**src/rtl/ofs_csr_pkg.sv**
```systemverilog
// ofs_csr_pkg
// Common CSR access types used by the strobe-style CSR blocks.
package ofs_csr_pkg;

    // Width of a CSR write as seen by the register block.
    typedef enum logic [1:0] {
        FULL64  = 2'b00,
        LOWER32 = 2'b01,
        UPPER32 = 2'b10
    } csr_access_type_t;

endpackage : ofs_csr_pkg

```
**src/rtl/ofs_fim_cfg_pkg.sv**
```systemverilog
// ofs_fim_cfg_pkg
// Platform configuration constants shared by FIM blocks. Only the MMIO address
// width is needed by the vUART CSR bridge.
package ofs_fim_cfg_pkg;

    localparam int MMIO_ADDR_WIDTH = 18;

endpackage : ofs_fim_cfg_pkg

```
**src/rtl/vuart_csr_bridge_pkg.sv**
```systemverilog
// vuart_csr_bridge_pkg
// Types and constants for the AXI4-Lite to vUART CSR strobe bridge:
// FSM state encoding, AXI response codes, the read-timeout data pattern and the
// byte-strobe to access-type decode.
package vuart_csr_bridge_pkg;

    import ofs_csr_pkg::*;

    // FSM state type and encodings.
    typedef logic [2:0] bridge_state_t;

    localparam bridge_state_t StIdle    = 3'd0;
    localparam bridge_state_t StWrIssue = 3'd1;
    localparam bridge_state_t StWrResp  = 3'd2;
    localparam bridge_state_t StRdWait  = 3'd3;
    localparam bridge_state_t StRdResp  = 3'd4;
    localparam bridge_state_t StGap     = 3'd5;

    localparam logic [1:0] RESP_OKAY   = 2'b00;
    localparam logic [1:0] RESP_SLVERR = 2'b10;

    localparam logic [63:0] TIMEOUT_RDATA = 64'hDEAD_BEEF_DEAD_BEEF;

    typedef struct packed {
        logic             ok;
        csr_access_type_t acc;
    } wstrb_dec_t;

    // Only whole 32-bit halves or the full 64-bit word are legal writes.
    function automatic wstrb_dec_t decode_wstrb(input logic [7:0] wstrb);
        wstrb_dec_t dec;
        dec.ok  = 1'b1;
        dec.acc = FULL64;
        case (wstrb)
            8'hFF:   dec.acc = FULL64;
            8'h0F:   dec.acc = LOWER32;
            8'hF0:   dec.acc = UPPER32;
            default: dec.ok  = 1'b0;
        endcase
        return dec;
    endfunction

endpackage : vuart_csr_bridge_pkg

```
**src/rtl/vuart_csr_bridge_wdog.sv**
```systemverilog
// vuart_csr_bridge_wdog
// Read watchdog: counts cycles after a load until either cleared or LIMIT cycles
// have elapsed, at which point expire is asserted for one cycle.
// Ports:
//   clk, rst_n  clock and asynchronous active-low reset
//   load        start counting from zero
//   clear       stop counting (response arrived)
//   expire      high during the LIMIT-th counted cycle
module vuart_csr_bridge_wdog #(
    parameter int unsigned LIMIT = 256
) (
    input  logic clk,
    input  logic rst_n,
    input  logic load,
    input  logic clear,
    output logic expire
);

    localparam int unsigned CW = (LIMIT > 1) ? $clog2(LIMIT) : 1;

    logic [CW-1:0] cnt_q;
    logic          active_q;

    assign expire = active_q && (cnt_q == CW'(LIMIT - 1));

    always_ff @(posedge clk or negedge rst_n) begin
        if (!rst_n) begin
            cnt_q    <= '0;
            active_q <= 1'b0;
        end else if (clear || expire) begin
            cnt_q    <= '0;
            active_q <= 1'b0;
        end else if (load) begin
            cnt_q    <= '0;
            active_q <= 1'b1;
        end else if (active_q) begin
            cnt_q    <= cnt_q + 1'b1;
        end
    end

endmodule : vuart_csr_bridge_wdog

```
**src/rtl/vuart_csr_bridge.sv**
```systemverilog
// vuart_csr_bridge
// AXI4-Lite slave that turns host MMIO accesses into the vuart_csr strobe
// interface: a one-cycle csr_write pulse per write, a held csr_read level per
// read (released once csr_readdata_valid returns). One transaction at a time,
// followed by GAP_CYCLES idle cycles so the downstream edge detectors re-arm.
// Ports:
//   clk_csr, rst_n_csr           clock, asynchronous active-low reset
//   aw*/w*/b*                    AXI4-Lite write channels
//   ar*/r*                       AXI4-Lite read channels
//   csr_write/waddr/wdata/...    write strobe interface to vuart_csr
//   csr_read/raddr               read request level and address
//   csr_readdata(_valid)         read return from vuart_csr
// Optional feature: define VUART_CSR_BRIDGE_TIMEOUT_EN to enable the read
// watchdog (TIMEOUT_CYCLES) that ends a stuck read with SLVERR.
module vuart_csr_bridge
    import ofs_csr_pkg::*;
    import vuart_csr_bridge_pkg::*;
#(
    parameter int ADDR_WIDTH     = ofs_fim_cfg_pkg::MMIO_ADDR_WIDTH,
    parameter int DATA_WIDTH     = 64,  // only 64 is supported
    parameter int HI_ADDR_BIT    = 8,
    parameter int GAP_CYCLES     = 2,   // minimum 2
    parameter int TIMEOUT_CYCLES = 256  // minimum 8
) (
    input  logic                    clk_csr,
    input  logic                    rst_n_csr,

    input  logic                    awvalid,
    output logic                    awready,
    input  logic [ADDR_WIDTH-1:0]   awaddr,
    input  logic                    wvalid,
    output logic                    wready,
    input  logic [DATA_WIDTH-1:0]   wdata,
    input  logic [DATA_WIDTH/8-1:0] wstrb,
    output logic                    bvalid,
    input  logic                    bready,
    output logic [1:0]              bresp,

    input  logic                    arvalid,
    output logic                    arready,
    input  logic [ADDR_WIDTH-1:0]   araddr,
    output logic                    rvalid,
    input  logic                    rready,
    output logic [DATA_WIDTH-1:0]   rdata,
    output logic [1:0]              rresp,

    output logic                    csr_write,
    output logic [HI_ADDR_BIT:0]    csr_waddr,
    output csr_access_type_t        csr_write_type,
    output logic [DATA_WIDTH-1:0]   csr_wdata,
    output logic [DATA_WIDTH/8-1:0] csr_wstrb,
    output logic                    csr_read,
    output logic [HI_ADDR_BIT:0]    csr_raddr,
    input  logic [DATA_WIDTH-1:0]   csr_readdata,
    input  logic                    csr_readdata_valid
);

    localparam int unsigned GW = (GAP_CYCLES > 1) ? $clog2(GAP_CYCLES) : 1;

    bridge_state_t          state_q, state_d;
    logic                   favour_rd_q;  // round-robin: 1 = read wins a tie
    logic [GW-1:0]          gap_cnt_q;
    logic [1:0]             bresp_q, rresp_q;
    logic [DATA_WIDTH-1:0]  rdata_q;
    logic [HI_ADDR_BIT:0]   csr_waddr_q, csr_raddr_q;
    logic [DATA_WIDTH-1:0]  csr_wdata_q;
    logic [DATA_WIDTH/8-1:0] csr_wstrb_q;
    csr_access_type_t       csr_write_type_q;

    logic       wr_pend, grant_wr, grant_rd;
    logic       wr_err, rd_err, gap_done, rd_timeout;
    wstrb_dec_t wdec;

    always_comb begin
        wr_pend  = awvalid & wvalid;
        grant_wr = (state_q == StIdle) & wr_pend & (~arvalid | ~favour_rd_q);
        grant_rd = (state_q == StIdle) & arvalid & (~wr_pend | favour_rd_q);
        wdec     = decode_wstrb(wstrb);
        wr_err   = ~wdec.ok | (|awaddr[ADDR_WIDTH-1:HI_ADDR_BIT+1]);
        rd_err   = |araddr[ADDR_WIDTH-1:HI_ADDR_BIT+1];
        gap_done = (gap_cnt_q == GW'(GAP_CYCLES - 1));
    end

`ifdef VUART_CSR_BRIDGE_TIMEOUT_EN
    vuart_csr_bridge_wdog #(
        .LIMIT (TIMEOUT_CYCLES)
    ) u_wdog (
        .clk    (clk_csr),
        .rst_n  (rst_n_csr),
        .load   (grant_rd & ~rd_err),
        .clear  ((state_q == StRdWait) & csr_readdata_valid),
        .expire (rd_timeout)
    );
`else
    // Without the watchdog a read waits forever; TIMEOUT_CYCLES is never zero.
    assign rd_timeout = (TIMEOUT_CYCLES == 0);
`endif

    always_comb begin
        state_d = state_q;
        case (state_q)
            StIdle: begin
                if (grant_wr)      state_d = wr_err ? StWrResp : StWrIssue;
                else if (grant_rd) state_d = rd_err ? StRdResp : StRdWait;
            end
            StWrIssue: state_d = StWrResp;
            StWrResp:  if (bready) state_d = StGap;
            StRdWait:  if (csr_readdata_valid || rd_timeout) state_d = StRdResp;
            StRdResp:  if (rready) state_d = StGap;
            StGap:     if (gap_done) state_d = StIdle;
            default:   state_d = StIdle;
        endcase
    end

    always_ff @(posedge clk_csr or negedge rst_n_csr) begin
        if (!rst_n_csr) begin
            state_q          <= StIdle;
            favour_rd_q      <= 1'b0;
            gap_cnt_q        <= '0;
            bresp_q          <= RESP_OKAY;
            rresp_q          <= RESP_OKAY;
            rdata_q          <= '0;
            csr_waddr_q      <= '0;
            csr_raddr_q      <= '0;
            csr_wdata_q      <= '0;
            csr_wstrb_q      <= '0;
            csr_write_type_q <= FULL64;
        end else begin
            state_q <= state_d;

            if (state_q == StGap) gap_cnt_q <= gap_cnt_q + 1'b1;
            else                  gap_cnt_q <= '0;

            if (grant_wr) begin
                favour_rd_q <= 1'b1;
                if (wr_err) begin
                    bresp_q <= RESP_SLVERR;
                end else begin
                    bresp_q          <= RESP_OKAY;
                    csr_waddr_q      <= awaddr[HI_ADDR_BIT:0];
                    csr_wdata_q      <= wdata;
                    csr_wstrb_q      <= wstrb;
                    csr_write_type_q <= wdec.acc;
                end
            end

            if (grant_rd) begin
                favour_rd_q <= 1'b0;
                if (rd_err) begin
                    rresp_q <= RESP_SLVERR;
                    rdata_q <= '0;
                end else begin
                    csr_raddr_q <= araddr[HI_ADDR_BIT:0];
                end
            end

            // Returns outside RD_WAIT (e.g. after a timeout) are dropped.
            if (state_q == StRdWait) begin
                if (csr_readdata_valid) begin
                    rdata_q <= csr_readdata;
                    rresp_q <= RESP_OKAY;
                end else if (rd_timeout) begin
                    rdata_q <= TIMEOUT_RDATA;
                    rresp_q <= RESP_SLVERR;
                end
            end
        end
    end

    // Strobes and valids decode straight from state so reset drops them at once.
    assign awready        = grant_wr;
    assign wready         = grant_wr;
    assign arready        = grant_rd;
    assign bvalid         = (state_q == StWrResp);
    assign rvalid         = (state_q == StRdResp);
    assign csr_write      = (state_q == StWrIssue);
    assign csr_read       = (state_q == StRdWait);
    assign bresp          = bresp_q;
    assign rresp          = rresp_q;
    assign rdata          = rdata_q;
    assign csr_waddr      = csr_waddr_q;
    assign csr_raddr      = csr_raddr_q;
    assign csr_wdata      = csr_wdata_q;
    assign csr_wstrb      = csr_wstrb_q;
    assign csr_write_type = csr_write_type_q;

endmodule : vuart_csr_bridge
```
**config.mk**
```make
export PLATFORM = sky130hd
export DESIGN_NAME = vuart_csr_bridge
export DESIGN_NICKNAME = d
export VERILOG_FILES = /design/src/rtl/ofs_csr_pkg.sv /design/src/rtl/ofs_fim_cfg_pkg.sv /design/src/rtl/vuart_csr_bridge_pkg.sv /design/src/rtl/vuart_csr_bridge_wdog.sv /design/src/rtl/vuart_csr_bridge.sv
export SDC_FILE = /design/constraint.sdc
export NUM_CORES = 1
export LEC_CHECK = 0
export CAP_MARGIN = 20
export CORE_AREA = 2 2 135 137
export CTS_CLUSTER_DIAMETER = 60
export DETAILED_ROUTE_END_ITERATION = 10
export DIE_AREA = 0 0 137 139
export GPL_ROUTABILITY_DRIVEN = 0
export PLACE_DENSITY_LB_ADDON = 0.2
export SYNTH_ARGS = -nofsm -noshare
export SYNTH_HDL_FRONTEND = slang
export SYNTH_SLANG_ARGS = --single-unit
```
**constraint.sdc**
```tcl
create_clock -name clk_csr -period 2.9 [get_ports clk_csr]
set_clock_uncertainty 0.2 [all_clocks]
set_input_delay 0.58 -clock clk_csr [delete_from_list [all_inputs] [get_ports clk_csr]]
set_output_delay 0.58 -clock clk_csr [all_outputs]
set_load 0.02 [all_outputs]
```
== Word level (Yosys, flattened, before mapping) ==
Index checks and enable logic that the tools add are counted.

* Add/subtract/negate cells: 1
* Equal/unequal tests: 13
* Mux-type cells: 23
* Bitwise gates (word level): 14
* Reduce and logical (&&, ||, !) cells: 8

{| class="wikitable"
|+ Operators with widths
! kind !! number
|-
| 2-to-1 mux 64 bit || 4
|-
| 2-to-1 mux 3 bit || 7
|-
| one-hot mux 3 bit (6 select lines) || 1
|-
| OR reduction 9 bit || 2
|-
| == test 8 bit (second input constant) || 2
|-
| 2-to-1 mux 2 bit || 6
|-
| == test 8 x 4 -> 1 bit (second input constant) || 1
|-
| == test 3 x 2 -> 1 bit (second input constant) || 2
|-
| == test 3 bit (second input constant) || 2
|-
| inequality test 2 x 1 -> 1 bit (second input constant) || 3
|-
| inverter 1 bit || 6
|-
| bitwise AND 1 bit || 5
|-
| AND reduction 5 bit || 1
|-
| 2-to-1 mux 1 bit || 4
|-
| one-hot mux 2 bit (2 select lines) || 1
|-
| AND reduction 2 bit || 2
|-
| == test 3 x 1 -> 1 bit (second input constant) || 1
|-
| zero test 3 bit || 1
|-
| inequality test 3 bit (second input constant) || 1
|-
| bitwise OR 1 bit || 3
|-
| OR reduction 3 bit || 1
|-
| inequality test 2 bit (second input constant) || 1
|-
| nonzero test 2 bit || 1
|-
| adder 1 bit (second input constant) || 1
|}

* Register bits after elaboration: 165
* Input port bits: 180
* Output and inout bits: 167
* Logic and storage cells: 70

== Longest topological paths before layout ==
Gate-level depths: netlist of the first run.

* Word-level depth: 8
* Depth in mapped cells: 8
* Gate-level depth less buffers: 4

== Worst setup path after synthesis of the first run ==
OpenSTA, ideal clock, no wires.

* Path kind: in2reg
* From: in awaddr[13]
* To: reg csr_waddr_q[0], in the netlist csr_waddr[0]
* Library setup time: 0.127 ns
* Arrival: 2.101 ns
* Required time: 2.573 ns
* Slack: 0.471 ns
* Cell stages on the path: 6
* Path buffers: 2
* Path through: or4_1 -> nor3_2 -> o2111a_2 -> buf_6 -> buf_8 -> mux2_1

* Cells in the longest elaborated chain, start to end: 4

{| class="wikitable"
|+ Ends and longest elaborated chain
! item !! line !! source
|-
| start: declaration || vuart_csr_bridge.sv:30 || <nowiki>input logic [ADDR_WIDTH-1:0] awaddr,</nowiki>
|-
| OR reduction 9 bit || vuart_csr_bridge.sv:79 || <nowiki>wr_err = ~wdec.ok | (|awaddr[ADDR_WIDTH-1:HI_ADDR_BIT+1]);</nowiki>
|-
| bitwise OR 1 bit || vuart_csr_bridge.sv:79 ||
|-
| inverter 1 bit (no source line) || n/a ||
|-
| AND reduction 2 bit (no source line) || n/a ||
|-
| end signal: assignment || vuart_csr_bridge.sv:140 || <nowiki>csr_waddr_q <= awaddr[HI_ADDR_BIT:0];</nowiki>
|-
| end: declaration || vuart_csr_bridge.sv:65 || <nowiki>logic [HI_ADDR_BIT:0] csr_waddr_q, csr_raddr_q;</nowiki>
|}

No other way between the ends.
A chain may end at the register's enable or synchronous reset.

== Worst setup path after layout of the first run ==
* From: reg state_q[1]
* To: out rvalid

* Cells in the longest elaborated chain, start to end: 1

{| class="wikitable"
|+ Ends and longest elaborated chain
! item !! line !! source
|-
| start: declaration || vuart_csr_bridge.sv:60 || <nowiki>bridge_state_t state_q, state_d;</nowiki>
|-
| start signal: assignment || vuart_csr_bridge.sv:117 || <nowiki>state_q <= StIdle;</nowiki>
|-
| start signal: assignment || vuart_csr_bridge.sv:129 || <nowiki>state_q <= state_d;</nowiki>
|-
| == test 3 bit || vuart_csr_bridge.sv:175 || <nowiki>assign rvalid = (state_q == StRdResp);</nowiki>
|-
| end: declaration || vuart_csr_bridge.sv:42 || <nowiki>output logic rvalid,</nowiki>
|}

No other way between the ends.

==> results.cfg, run 1 <==
[synthesis]
synth-warning-count = 0
synth_compound_area_share_pct = 11.7
synth-async-reset-ratio_pct = 100
yosys.area_share.xor_xnor_pct = 0
syn_nets = 596
synth_cell_types = 45
synth_top_family_by_area = multiplexers
synth-main-ff-cell = dfrtp_1
synth-edff-count = 0
yosys.area_share.simple_pct = 3.86
synth_adder_area_share_pct = 0
postSynthAreaPerCell_um2 = 15.3
synth_mux_area_share_pct = 16.3
syn_inst = 416
synth_seq_cells = 164
yosysSeqAreaShare_pct = 64.6
syn-cell-area_um2 = 6360

[power_and_ir_drop]
p_comb_share_pct = 32.7
p_sw_mw = 2.46
clkPwrFrac_pct = 29.0
power.total_mw = 7.82
p_int_mw = 5.36
pwr-share-seq_pct = 38.2
p_per_area_nw_per_um2 = 728
power_leakage_nw = 4.94
swShare_pct = 31.4
ir_drop_v = 0.000487

[cells_and_area]
antenna_cells = 0
seqCellArea_um2 = 4100
most-common-layout-cells = clkdlybuf4s50_1 (341), dfrtp_1 (164), a22o_1 (64)
multi_input_area_um2 = 2040
final_util_pct = 60.9
final_common_cell = clkdlybuf4s50_1
n_fill_cell = 1329
fin_cells = 1016
nNetsFinal = 954
area_delta_synth_final_pct = 69.1
final_layout_size_suffix_gt1_share_pct = 13.3

[route]
drt_wl_total_um = 18400
routedWlPerCell_um = 18.1
ant_nets = 0
vias_per_cell = 4.88
vias = 4954
met1_length_um = 7080
drtIter0Drc = 156
first_pass_iters = 6
wl_met3_um = 1860
routed.top_layer = met4
route.detailed.drc = 0
dr_wl_met2_um = 9020

[flow_run]
max_cap_violations = 0

[setup_path]
worst_r2r_path_depth = 6
slowest_delay_ps = 660
critPathCaptureType = primary output
worstPathArrival_ps = 2010
worst_setup_path_start_kind = register
crit_path_max_fanout = 10
path_cells = nand2b_1, nor2_1, clkdlybuf4s50_1
required_ps = 2120
slowest_stage = clkdlybuf4s50_1
path_class = reg -> out

[clock_network]
clock_sinks = 164
cts_tree = built
cts_buffer_depth = 2
clock_tree.root_cell = clkbuf_16
cts_max_level = 4
clk_pin_slew_ps = 70
cts_made_buffers = 17
clkLatencyLatePin_ps = 420

[timing]
setup_viol = 0
final_max_slew_viol_count = 0
max_freq_ghz = 0.359
final_hold_viol_count = 0
fin_crit_ps = 2790
period_share_pct = 96.2

[status]
status = finished, final reports clean

[die]
ios = 347
coreArea_um2 = 17700
die_h_um = 139
die_area_um2 = 19000
fp.dieW_um = 137
initial_core_util_pct = 36.0
rows = 49

[global_routing]
grt_pass1_vias = 5340
grt_usage_pct = 19.5
grt_max_degree = 49
grt_overflow_total = 0
antenna_found_initial = 0
grt_pass1_wl_um = 28600

[place]
port_buffers = 345
dpl.cell_count = 982
hpwl_um = 13800

[worst_hold_path]
hp-class = reg -> reg
hold_depth = 1
worst max-delay path: cells and delay by family, from the launching register on:
kind / cells / cell delay (ps)
and+or+nand+nor: 2 / 430
DFF: 1 / 500
buffers and inverters: 1 / 660
synthesized netlist by cell type, types with 2 or more instances:
library cell / instances / share of area [%]
o31ai_1: 2 / 0.24
a21oi_1: 5 / 0.39
nor2b_1: 5 / 0.49
a22o_1: 64 / 8.8
buf_2: 8 / 0.63
dfrtp_1: 164 / 65
nor4_1: 3 / 0.30
buf_4: 5 / 0.59
nand2_1: 5 / 0.30
and3_1: 2 / 0.20
mux2_2: 44 / 7.8
mux2_1: 47 / 8.3
and4_1: 2 / 0.28
a211oi_1: 3 / 0.35
clkbuf_1: 9 / 0.53
nor3_1: 3 / 0.24
inv_1: 4 / 0.24
and2_1: 3 / 0.30
buf_8: 5 / 1.2
nor2_1: 7 / 0.41
buf_6: 2 / 0.35
flip-flops by register name, indices dropped and copies added, names as in the netlist:
name / count
rresp: 2
csr_raddr: 9
bresp: 1
state_q: 3
csr_write_type: 2
csr_wdata: 64
gap_cnt_q: 1
csr_waddr: 9
rdata: 64
favour_rd_q: 1
csr_wstrb: 8
path summary, 6_finish.rpt:
check                         startpoint             to  slack, ps
max in group asynchronous      rst_n_csr       bresp[1]       1370
min in group asynchronous      rst_n_csr  csr_wdata[43]        490
min reg2reg                csr_wdata[26]  csr_wdata[26]        290
max reg2reg                   state_q[1]   csr_wstrb[2]        390
max                           state_q[1]         rvalid        110
min                        csr_wdata[26]  csr_wdata[26]        290
through the flow:
| step | setup TNS, ps | area [um^2] | hold WS, ps | setup slack (ps) |
|---|---|---|---|---|
| 2_1_floorplan | 0 | 6360 | 84.4 | 471 |
| 3_3_place_gp | -3230 | 10100 | 267 | -60.2 |
| 3_5_place_dp | -6550 | 10100 | 275 | -112 |
| 4_1_cts | 0 | 10700 | 289 | 14.8 |
| 5_1_grt | -0.978 | 10700 | 299 | -0.978 |
| 6_report | 0 | 10700 | 287 | 112 |
power by group through the flow:
stage | Clock, mW | Combinational [mW] | Sequential [mW]
2_1_floorplan | 0 | 0.713 | 3.46
3_3_place_gp | 0 | 2.54 | 3.01
3_5_place_dp | 0 | 2.58 | 3.01
4_1_cts | 2.33 | 2.58 | 2.99
5_1_grt | 2.45 | 2.71 | 3.05
6_report | 2.27 | 2.56 | 2.99
layout make-up:
type / count / area share, %
Clock buffer: 18 / 3.99
Clock inverter: 14 / 1.55
Inverter: 4 / 0.140
Multi-Input combinational cell: 219 / 19.0
Sequential cell: 164 / 38.2
Tap cell: 229 / 2.67
Timing Repair Buffer: 368 / 34.5
routing by layer:
layer	vias up	GRT usage, %
met2	239	33.0
met1	2429	22.1
li1	2254	-
met4	0	7.54
met3	32	7.53
met5	-	0
timing repair:
item	in CTS	in global routing
pin swaps	1	1
hold buffers	1	0
resized for setup	2	1
buffers inserted	0	1
endpoints found under the setup margin	3	2
hold endpoints to repair	44	0
cells by family after synthesis:
group	Yosys count
flops	164
mux	92
compound gates	86
simple gates	40
buf+inv	33
other cells	1
No activity file was read; power rests on OpenSTA's default activity.
==> run 2: changes to the inputs <==
--- a/config.mk
+++ b/config.mk
@@ -12,6 +12,7 @@
 export DIE_AREA = 0 0 137 139
 export GPL_ROUTABILITY_DRIVEN = 0
 export PLACE_DENSITY_LB_ADDON = 0.2
+export SKIP_CTS_REPAIR_TIMING = 1
 export SYNTH_ARGS = -nofsm -noshare
 export SYNTH_HDL_FRONTEND = slang
 export SYNTH_SLANG_ARGS = --single-unit
==> run 2 against run 1 <==
Effect of this change: hold slack unchanged; non-clock buffer count stayed put; final area hardly changed; cell count did not move; core utilization rose by 0.057 points; critical endpoint is now bvalid; critical path depth unchanged; largest cell class unchanged.
==> results.cfg, run 2 (synthesis results as in run 1) <==
[status]
status = finished, final reports clean

[setup_path]
critPathCaptureType = primary output
slowest_stage = clkdlybuf4s50_1
required_ps = 2120
worstPathArrival_ps = 1920
worst_setup_path_start_kind = register
crit_path_max_fanout = 10
slowest_delay_ps = 640
path_cells = inv_1, nor3_1, clkdlybuf4s50_1
path_class = reg -> out

[clock_network]
clock_tree.root_cell = clkbuf_16
clkLatencyLatePin_ps = 420
cts_buffer_depth = 2
cts_made_buffers = 17
cts_tree = built
clock_sinks = 164
cts_max_level = 4
clk_pin_slew_ps = 70

[global_routing]
grt_pass1_wl_um = 28600
grt_usage_pct = 19.5
grt_overflow_total = 0
grt_max_degree = 49
grt_pass1_vias = 5328
antenna_found_initial = 0

[power_and_ir_drop]
p_per_area_nw_per_um2 = 727
clkPwrFrac_pct = 29.0
p_comb_share_pct = 32.7
power.total_mw = 7.82
p_int_mw = 5.36
p_sw_mw = 2.46
pwr-share-seq_pct = 38.2
ir_drop_v = 0.000487
swShare_pct = 31.4
power_leakage_nw = 4.98

[timing]
setup_viol = 0
period_share_pct = 93.0
holdWs_ps = 287
setup_ws_ps = 204
final_max_slew_viol_count = 0
fin_crit_ps = 2700
final_hold_viol_count = 0
max_freq_ghz = 0.371
rsz0062_at_grt = false

[route]
vias_per_cell = 4.87
routedWlPerCell_um = 18.2
first_pass_iters = 6
drtIter0Drc = 163
vias = 4951
ant_nets = 0
drt_wl_total_um = 18500
route.detailed.drc = 0

[die]
die_h_um = 139
coreArea_um2 = 17700
ios = 347
rows = 49
die_area_um2 = 19000
fp.dieW_um = 137
initial_core_util_pct = 36.0

[flow_run]
max_cap_violations = 0

[cells_and_area]
seqCellArea_um2 = 4100
final_common_cell = clkdlybuf4s50_1
area_delta_synth_final_pct = 69.2
final_layout_size_suffix_gt1_share_pct = 13.3
n_fill_cell = 1329
antenna_cells = 0
nNetsFinal = 954
most-common-layout-cells = clkdlybuf4s50_1 (340), dfrtp_1 (164), a22o_1 (64)
fin_cells = 1016
multi_input_area_um2 = 2040

[place]
hpwl_um = 13800
dpl.cell_count = 982
place_worst_setup_slack_ps = -112
port_buffers = 345

[worst_hold_path]
hp-class = reg -> reg
run 2: cell types whose count changed in the layout (fill, tap and decap cells not counted), sizes merged:
cell,previous run,this run
dlymetal6s2s,1,4
dlygate4sd2,2,0
clkdlybuf4s50,341,340
run 2: per-layer routing:
metal	wire length, um	up-vias	track usage [%]
met3	1890	32	7.53
met4	453	0	7.54
li1	-	2255	-
met1	7050	2420	22.1
met2	9090	244	32.9
met5	0	-	0
run 2: final timing paths:
check                         startpoint             to  slack [ps]  depth (start not counted)
setup / recovery              state_q[1]         bvalid         200                          3
hold / removal             csr_wdata[26]  csr_wdata[26]         290                          1
setup reg to reg              state_q[1]   csr_wstrb[2]         410                          6
hold reg to reg            csr_wdata[26]  csr_wdata[26]         290                          1
max in group asynchronous      rst_n_csr       bresp[1]        1370                          3
min in group asynchronous      rst_n_csr  csr_wdata[43]         490                          2
run 2: layout make-up:
class	instances	share of cell area, %
sequential	164	38.1
timing repair buffer	368	34.5
multi-input combinational	219	19.0
clock buffer	18	3.99
tap	229	2.66
clock inverter	14	1.55
inverter	4	0.140
run 2: critical path: cells and delay by family (launching register included):
family / cells / cell delay, ps
and+or+nand+nor: 1 / 200
DFF: 1 / 540
buffers and inverters: 2 / 760
run 2: metrics by stage:
| stage | setup TNS, ps | cell area [um^2] | utilization (%) |
|---|---|---|---|
| CTS | -235 | 10700 | 60.8 |
| finish | 0 | 10800 | 60.9 |
| floorplan | 0 | 6360 | - |
| global route | 0 | 10800 | 60.9 |
| detailed placement | -6550 | 10100 | 57.4 |
| global placement | -3230 | 10100 | 57.4 |
run 2: power by group through the flow:
| stage | registers [mW] | logic (mW) | clock network (mW) |
|---|---|---|---|
| detailed placement | 3.01 | 2.58 | 0 |
| CTS | 2.99 | 2.58 | 2.33 |
| floorplan | 3.46 | 0.713 | 0 |
| finish | 2.99 | 2.56 | 2.27 |
| global route | 3.05 | 2.71 | 2.45 |
| global placement | 3.01 | 2.54 | 0 |
==> run 3: changes to the inputs <==
--- a/config.mk
+++ b/config.mk
@@ -5,6 +5,7 @@
 export SDC_FILE = /design/constraint.sdc
 export NUM_CORES = 1
 export LEC_CHECK = 0
+export ABC_AREA = 1
 export CAP_MARGIN = 20
 export CORE_AREA = 2 2 135 137
 export CTS_CLUSTER_DIAMETER = 60
==> run 3 against run 2 <==
Effect of this change: clock power shrank 5%; critical path depth grew 2; hold slack lost 9.3 ps; synthesized area grew 3.1%; sequential power shrank 3%; sequential share of layout area shrank 0.29 points; register-to-register slack gained 510 ps; via count grew 20%; global-route usage grew 0.83 points; first-iteration DRC count grew 63%; largest power group unchanged.
==> results.cfg, run 3 <==
[status]
status = finished, final reports clean

[global_routing]
grt_max_degree = 74
grt_overflow_total = 0
grt_usage_pct = 20.3
grt_pass1_wl_um = 30200
grt_pass1_vias = 5862
antenna_found_initial = 2

[synthesis]
syn_inst = 742
yosys-top-cells-area = dfrtp_1 (63%), nand2_1 (23%), nand3_1 (5.3%)
synth.top_cell.area_share_pct = 62.6
synth_mux_area_share_pct = 1.55
synth_cell_types = 23
synth-async-reset-ratio_pct = 100
synth_area_leader_cell = dfrtp_1
synth_seq_cells = 164
synth_compound_area_share_pct = 1.07
yosysMostFrequentCell = nand2_1
syn_nets = 922
synth_adder_area_share_pct = 0
synth-warning-count = 0
syn-cell-area_um2 = 6560
synth_common_cells = nand2_1 (393), dfrtp_1 (164), nand3_1 (69), nor2_1 (23), inv_1 (17)
yosysSeqAreaShare_pct = 62.6
synth-main-ff-cell = dfrtp_1
yosys.area_share.xor_xnor_pct = 0
yosys.area_share.simple_pct = 30.1
postSynthAreaPerCell_um2 = 8.83
synth-edff-count = 0
synth_top_family_by_area = simple AND/OR/NAND/NOR gates

[die]
rows = 49
ios = 347
fp.dieW_um = 137
die_h_um = 139
die_area_um2 = 19000
initial_core_util_pct = 37.1
coreArea_um2 = 17700

[flow_run]
max_cap_violations = 0

[route]
routedWlPerCell_um = 14.6
drt_wl_total_um = 19300
vias_per_cell = 4.49
route.detailed.drc = 0
vias = 5946
first_pass_iters = 4
drtIter0Drc = 266
ant_nets = 0

[clock_network]
clkLatencyLatePin_ps = 410
cts_max_level = 4
cts_tree = built
cts_made_buffers = 17
clk_pin_slew_ps = 60
cts_buffer_depth = 2
clock_tree.root_cell = clkbuf_16
clock_sinks = 164

[setup_path]
required_ps = 2120
critPathCaptureType = primary output
path_class = in -> out
worst_setup_path_start_kind = input pin
timing.rr.end = csr_wstrb[1]
crit_path_max_fanout = 2
ff2ff_setup_slack_ps = 920
r2r-start = state_q[0]
worstPathArrival_ps = 2040
worst_r2r_path_depth = 9

[worst_hold_path]
hp-start = csr_wdata[33]
whs_endpoint = csr_wdata[33]
hold_depth = 2
hp-class = reg -> reg

[cells_and_area]
area_delta_synth_final_pct = 65.4
most-common-layout-cells = nand2_1 (393), clkdlybuf4s50_1 (342), dfrtp_1 (164)
final_layout_size_suffix_gt1_share_pct = 5.85
final_common_cell = nand2_1
nNetsFinal = 1261

[timing]
tightest_slew_ps = 693
period_share_pct = 97.1
maxSlewHeadroom_pct = 53.8
rsz0062_at_grt = false
final_hold_viol_count = 0
max_freq_ghz = 0.355
finalSetupTns_ps = 0
fin_crit_ps = 2820
final_max_slew_viol_count = 0
setup_viol = 0

[power_and_ir_drop]
p_comb_share_pct = 31.2
pwr-share-seq_pct = 39.4
power.total_mw = 7.35
power_leakage_nw = 5.42
ir_drop_v = 0.000398
p_int_mw = 5.00
clkPwrFrac_pct = 29.4
p_per_area_nw_per_um2 = 678
swShare_pct = 32.0
p_sw_mw = 2.35

[place]
hpwl_um = 13900
port_buffers = 345
## run 3: cell count changes in the layout (fill, tap and decap cells not counted), sizes merged, moves of 4 or more
cell / previous run / this run
nor2: 7 / 24
nand3: 1 / 70
nor2b: 5 / 1
mux2: 91 / 9
a22o: 64 / 0
inv: 11 / 24
buf: 23 / 15
o21ai: 0 / 11
nand2: 5 / 394
## run 3: per-layer routing
metal,global-route usage [%],routed length (um)
met4,7.38,443
met1,23.2,7550
met5,0,0
met3,8.77,2110
met2,33.7,9240
## run 3: worst max-delay path by stage
stage               slack (ps)    start      end
floorplan                  800  awvalid   wready
global placement            30  awvalid  awready
detailed placement          20   wvalid   wready
CTS                         20   wvalid   wready
global route                10  arvalid  arready
finish                      80  arvalid  arready
## run 3: kinds of logic (layout without fill, tap and decap cells)
group | after synthesis | count (layout)
compound gates | 14 | 14
simple gates | 494 | 494
mux | 9 | 9
buf+inv | 60 | 412
other cells | 1 | 2
flops | 164 | 164
## run 3: layout make-up
class	count	area [um^2]
inverters	20	75.1
repair buffers	360	3640
clock buffers	19	443
multi-input cells	518	2170
flip-flops and latches	164	4100
fillers	1542	6820
diodes	1	2.50
well taps	229	287
clock inverters	13	123
## run 3: critical path, stage by stage
cell and delay, ps:
clkdlybuf4s50_1 480, a21oi_1 80, buf_4 140, nor3_2 130, clkdlybuf4s50_1 630
## run 3: power groups by stage
stage | Clock [mW] | Combinational, mW | Sequential, mW
after floorplan | 0 | 0.592 | 3.36
after global placement | 0 | 2.31 | 2.92
after detailed placement | 0 | 2.32 | 2.93
after CTS | 2.22 | 2.33 | 2.90
after global routing | 2.31 | 2.49 | 2.94
final | 2.16 | 2.29 | 2.90
## run 3: through the flow
step / util [%] / setup slack, ps / cell area [um^2] / cells / hold WS (ps)
after CTS: 61.3 / 16.3 / 10800 / 1322 / -78.0
final: 61.4 / 84.7 / 10800 / 1324 / 278
after global routing: 61.4 / 11.5 / 10800 / 1324 / 293
after detailed placement: 58.1 / 23.9 / 10300 / 1290 / 264
after floorplan: - / 802 / 6560 / 742 / 84.4
after global placement: 58.0 / 26.9 / 10200 / 1289 / 260
